### src/rtl/riscv_multicycle_controller.sv
// Multicycle RV32I control unit: a Moore main FSM sequencing memory, ALU and
// register file, plus the ALU decoder and immediate-format decoder.
module riscv_multicycle_controller (
  input  logic       clk,
  input  logic       reset,
  input  logic [6:0] op,
  input  logic [2:0] funct3,
  input  logic       funct7b5,
  input  logic       Zero,
  output logic       PCWrite,
  output logic       AdrSrc,
  output logic       MemWrite,
  output logic       IRWrite,
  output logic [1:0] ResultSrc,
  output logic [1:0] ALUSrcA,
  output logic [1:0] ALUSrcB,
  output logic [1:0] ImmSrc,
  output logic [2:0] ALUControl,
  output logic       RegWrite,
  output logic [3:0] State
);

  typedef enum logic [3:0] {
    S_FETCH    = 4'd0,
    S_DECODE   = 4'd1,
    S_MEMADR   = 4'd2,
    S_MEMREAD  = 4'd3,
    S_MEMWB    = 4'd4,
    S_MEMWRITE = 4'd5,
    S_EXECR    = 4'd6,
    S_EXECI    = 4'd7,
    S_ALUWB    = 4'd8,
    S_JAL      = 4'd9,
    S_BEQ      = 4'd10
  } state_e;

  localparam logic [6:0] OP_LW   = 7'b0000011;
  localparam logic [6:0] OP_SW   = 7'b0100011;
  localparam logic [6:0] OP_R    = 7'b0110011;
  localparam logic [6:0] OP_I    = 7'b0010011;
  localparam logic [6:0] OP_JAL  = 7'b1101111;
  localparam logic [6:0] OP_BEQ  = 7'b1100011;

  state_e     state_q, state_d;
  logic       pc_update, branch;
  logic       mem_write_raw, ir_write_raw, reg_write_raw;
  logic [1:0] alu_op;

  always_ff @(posedge clk) begin
    if (reset) state_q <= S_FETCH;
    else       state_q <= state_d;
  end

  always_comb begin
    state_d       = S_FETCH;
    pc_update     = 1'b0;
    branch        = 1'b0;
    mem_write_raw = 1'b0;
    ir_write_raw  = 1'b0;
    reg_write_raw = 1'b0;
    AdrSrc        = 1'b0;
    ResultSrc     = 2'b00;
    ALUSrcA       = 2'b00;
    ALUSrcB       = 2'b00;
    alu_op        = 2'b00;
    case (state_q)
      S_FETCH: begin
        ir_write_raw = 1'b1;
        ALUSrcB      = 2'b10;
        ResultSrc    = 2'b10;
        pc_update    = 1'b1;
        state_d      = S_DECODE;
      end
      S_DECODE: begin
        // Precompute the branch target into ALUOut while the opcode is decoded
        ALUSrcA = 2'b01;
        ALUSrcB = 2'b01;
        case (op)
          OP_LW, OP_SW: state_d = S_MEMADR;
          OP_R:         state_d = S_EXECR;
          OP_I:         state_d = S_EXECI;
          OP_JAL:       state_d = S_JAL;
          OP_BEQ:       state_d = S_BEQ;
          default:      state_d = S_FETCH;
        endcase
      end
      S_MEMADR: begin
        ALUSrcA = 2'b10;
        ALUSrcB = 2'b01;
        state_d = (op == OP_LW) ? S_MEMREAD : S_MEMWRITE;
      end
      S_MEMREAD: begin
        AdrSrc  = 1'b1;
        state_d = S_MEMWB;
      end
      S_MEMWB: begin
        ResultSrc     = 2'b01;
        reg_write_raw = 1'b1;
        state_d       = S_FETCH;
      end
      S_MEMWRITE: begin
        AdrSrc        = 1'b1;
        mem_write_raw = 1'b1;
        state_d       = S_FETCH;
      end
      S_EXECR: begin
        ALUSrcA = 2'b10;
        alu_op  = 2'b10;
        state_d = S_ALUWB;
      end
      S_EXECI: begin
        ALUSrcA = 2'b10;
        ALUSrcB = 2'b01;
        alu_op  = 2'b10;
        state_d = S_ALUWB;
      end
      S_ALUWB: begin
        reg_write_raw = 1'b1;
        state_d       = S_FETCH;
      end
      S_JAL: begin
        // PC+4 from OldPC goes to rd via ALUWB; ALUOut (target) loads the PC
        ALUSrcA   = 2'b01;
        ALUSrcB   = 2'b10;
        pc_update = 1'b1;
        state_d   = S_ALUWB;
      end
      S_BEQ: begin
        ALUSrcA = 2'b10;
        alu_op  = 2'b01;
        branch  = 1'b1;
        state_d = S_FETCH;
      end
      default: state_d = S_FETCH;
    endcase
  end

  // Write enables are suppressed while reset is held, even mid-instruction
  assign PCWrite  = ~reset & (pc_update | (branch & Zero));
  assign MemWrite = ~reset & mem_write_raw;
  assign IRWrite  = ~reset & ir_write_raw;
  assign RegWrite = ~reset & reg_write_raw;
  assign State    = state_q;

  always_comb begin
    case (op)
      OP_SW:   ImmSrc = 2'b01;
      OP_BEQ:  ImmSrc = 2'b10;
      OP_JAL:  ImmSrc = 2'b11;
      default: ImmSrc = 2'b00;
    endcase
  end

  always_comb begin
    ALUControl = 3'b000;
    case (alu_op)
      2'b01: ALUControl = 3'b001;
      2'b10: begin
        case (funct3)
          // Only R-type with funct7b5 set is sub; addi ignores instr[30]
          3'b000:  ALUControl = ({op[5], funct7b5} == 2'b11) ? 3'b001 : 3'b000;
          3'b010:  ALUControl = 3'b101;
          3'b110:  ALUControl = 3'b011;
          3'b111:  ALUControl = 3'b010;
          default: ALUControl = 3'b000;
        endcase
      end
      default: ALUControl = 3'b000;
    endcase
  end

endmodule

### config.mk
export PLATFORM = sky130hd
export DESIGN_NAME = riscv_multicycle_controller
export DESIGN_NICKNAME = d
export VERILOG_FILES = /design/src/rtl/riscv_multicycle_controller.sv
export SDC_FILE = /design/constraint.sdc
export NUM_CORES = 1
export LEC_CHECK = 0
export ABC_AREA = 1
export CAP_MARGIN = 5
export CORE_MARGIN = 1
export CORE_UTILIZATION = 28
export CTS_BUF_LIST = sky130_fd_sc_hd__clkbuf_4
export CTS_CLUSTER_DIAMETER = 60
export DETAILED_ROUTE_END_ITERATION = 10
export GPL_TIMING_DRIVEN = 0
export PLACE_DENSITY = 0.62
export SYNTH_ARGS = -nofsm -noshare
export SYNTH_HDL_FRONTEND = slang
export SYNTH_SLANG_ARGS = --single-unit
export TNS_END_PERCENT = 30
### constraint.sdc
create_clock -name clk -period 1.95 [get_ports clk]
set_input_delay 0.39 -clock clk [delete_from_list [all_inputs] [get_ports clk]]
set_output_delay 0.39 -clock clk [all_outputs]
set_load 0.01 [all_outputs]
==> impl_metrics.tcl <==
set metrics [dict create \
    synth_cell_type_count 23 \
    setup_viol 0 \
    largest_register_ffs 4 \
    drt-met1-wl_um 604 \
    total_power_mw 0.294 \
    worst_setup_path_start_kind "input pin" \
    final_layout_size_suffix_gt1_frac 0.333 \
    timing.final.crit_period_ns 1.95 \
    outcome "finished, final reports clean" \
    highest_achievable_clock_rate_mhz 514 \
    postSynthNetCount 107 \
    cts_max_level 1 \
    min_path_type "in2reg" \
    netlist_area_um2 536 \
    worst-endpoint-required_ns 1.56 \
    tritoncts "done" \
    clock_insertion_delay_worst_skew_ns 0.23 \
    floorplan.initialDensity 0.304 \
    fin_crit_sh 0.998 \
    grt_use_total 0.152 \
    power_density_nw_per_um2 305 \
    detail_route.vias_per_cell 4.35 \
    hold-worst-slack_ns 0.532 \
    r2r-end "State[2]" \
    totalNegativeSetupSlack_ns 0 \
    critical_path.reg2reg.startpoint "State[1]" \
    dr.first_iter.drc_count 6 \
    post-synth-top-area-cell "nand2_1" \
    cell_count_after_synthesis 91 \
    ff2ff_path_depth 7 \
    number_of_max_slew_violations_in_the_final_report 0 \
    path_class "in2out" \
    worst-r2r-setup-slack_ns 0.94 \
    flip_flop_and_latch_count_after_synthesis 4 \
    arrival_ns 1.56 \
    fillCellCount 191 \
    grt.overflow.total 0 \
    seq_area_frac_synth 0.150 \
    ioPinCount 34 \
    min_path_cells 2 \
    synth.top_cells.by_area "nand2_1, dfxtp_1, nor2_1" \
    clock-sinks 4 \
    routed_wire_length_per_instance_um 9.03 \
    vias 670 \
    max_slew_margin 0.727 \
    share_of_flip_flops_with_an_asynchronous_set_or_reset 0 \
    leading_cell_type_by_number_of_instances_after_synthesis "nand2_1" \
    route.met2.wl_um 727 \
    ant_nets 0 \
    die_height_um 45.7 \
    gp_routability_congestion 0.752 \
    drt_first_pass_iters 3 \
    clock_tree.root_cell "clkbuf_4" \
    buffer_ports.inserted 32 \
    finish.net_count 147 \
    highest_layer "met3" \
    core_um2 1760 \
    crit_path_max_fanout 3 \
    ff_latch_area_um2 90.1 \
    post-place-ws_ns -0.382 \
    path_clk_slew_ns 0.04 \
    dieWidth_um 45.7 \
    placement.cell_area_um2 887 \
    ir_drop_v 0.000296 \
    grt_pass1_wl_um 2370 \
    yosysWarnings 0 \
    synth_enable_flop_cells 0 \
    fin_worst_skew_ns 0.00168 \
    multi_input_comb_area_um2 418 \
    numCtsBuffers 3 \
    dpl.cell_count 148 \
    placement_rows 15 \
    area_growth_pct 79.9 \
    post_synth.cell_area_avg_um2 5.88 \
    maxCapViolations 0 \
    finalHoldViolCount 0 \
    final_non_filler_cell_total 154 \
    setup_slack_ns 0.00486 \
    grt_max_degree 9 \
    cts_buffer_depth 2 \
    finish.instance_area_um2 963 \
    end_kind "output pin" \
    tightestPinTransition_ns 0.409 \
    antenna_violations_before_repair 0 \
    post-dp-hpwl_um 1160 \
    min_from "reset" \
    leakage_nw 0.489 \
    layout.core_utilization 0.546 \
    grt_pass1_vias 601 \
    ys_dominant_reg_cell "dfxtp_1" \
    fp.dieArea_um2 2090 \
    routed_wirelength_um 1390 \
    worst_hold_path.endpoint "State[3]" \
    diode_insertion_count_for_antenna_repair 0 \
    routed-wl-met3_um 59 \
    synth_top_area_share 0.161 \
    drcViolationCount 0 \
    post_synth_most_frequent_cells "nand2_1, nor2_1, inv_2, inv_1" \
    rsz0062_at_grt "true" \
]
[what timing repair did]
action / CTS / global route
hold buffers: 0 / 0
buffers inserted: 2 / 1
gates resized for setup: 29 / 11
pin swaps: 3 / 2
endpoints found under the setup margin: 13 / 11
[metal layers]
layer  track usage  vias up
li1              -      364
met4        0.0353        0
met1         0.192      284
met5             0        -
met2         0.277       22
met3        0.0119        0
[where the power goes]
| part | leakage (nW) | total, mW | internal, mW | switching, mW |
|---|---|---|---|---|
| clock network | 0.0138 | 0.101 | 0.0687 | 0.0322 |
| registers | 0.0349 | 0.0872 | 0.0829 | 0.00435 |
| logic | 0.440 | 0.106 | 0.0555 | 0.0500 |
[critical path, stage by stage]
cell and delay (ns):
clkdlybuf4s50_1 0.51, nand2_1 0.11, nor2_2 0.11, nand2_1 0.09, nand2_1 0.10, clkdlybuf4s15_1 0.25
[worst max-delay path by stage]
stage | cells past startpoint | end | slack [ns] | start
finish | 6 | ImmSrc[1] | 0.005 | op[5]
global route | 7 | ImmSrc[1] | -0.07 | op[4]
CTS | 7 | ALUControl[2] | -0.05 | State[3]
detailed placement | 6 | ALUControl[2] | -0.38 | State[2]
global placement | 6 | ALUControl[2] | -0.37 | State[2]
floorplan | 5 | ALUControl[2] | 0.09 | State[2]
[cells in the final DEF, fill, tap and decap left out, types with 4 or more instances in the layout]
cell type,Yosys,routed
nand2_1,23,20
clkdlybuf4s50_1,0,18
nor2_1,15,13
inv_2,9,9
inv_1,8,8
dlygate4sd2_1,0,5
dlymetal6s2s_1,0,5
nand2_4,3,4
nor2_2,4,4
nand3_1,4,4
[cell type report]
class | count | area share
well taps | 25 | 0.0325
clock buffers | 3 | 0.0234
flip-flops and latches | 4 | 0.0935
inverters | 17 | 0.0662
repair buffers | 35 | 0.347
plain buffers | 1 | 0.00390
multi-input cells | 69 | 0.434
[cells by family after synthesis]
group           count (synthesis)  synth area share
compound gates                 11             0.140
fa+ha+maj                       2            0.0467
buf+inv                        18             0.126
flops                           4             0.150
simple gates                   56             0.537
Power figures use the tool's default switching activity.
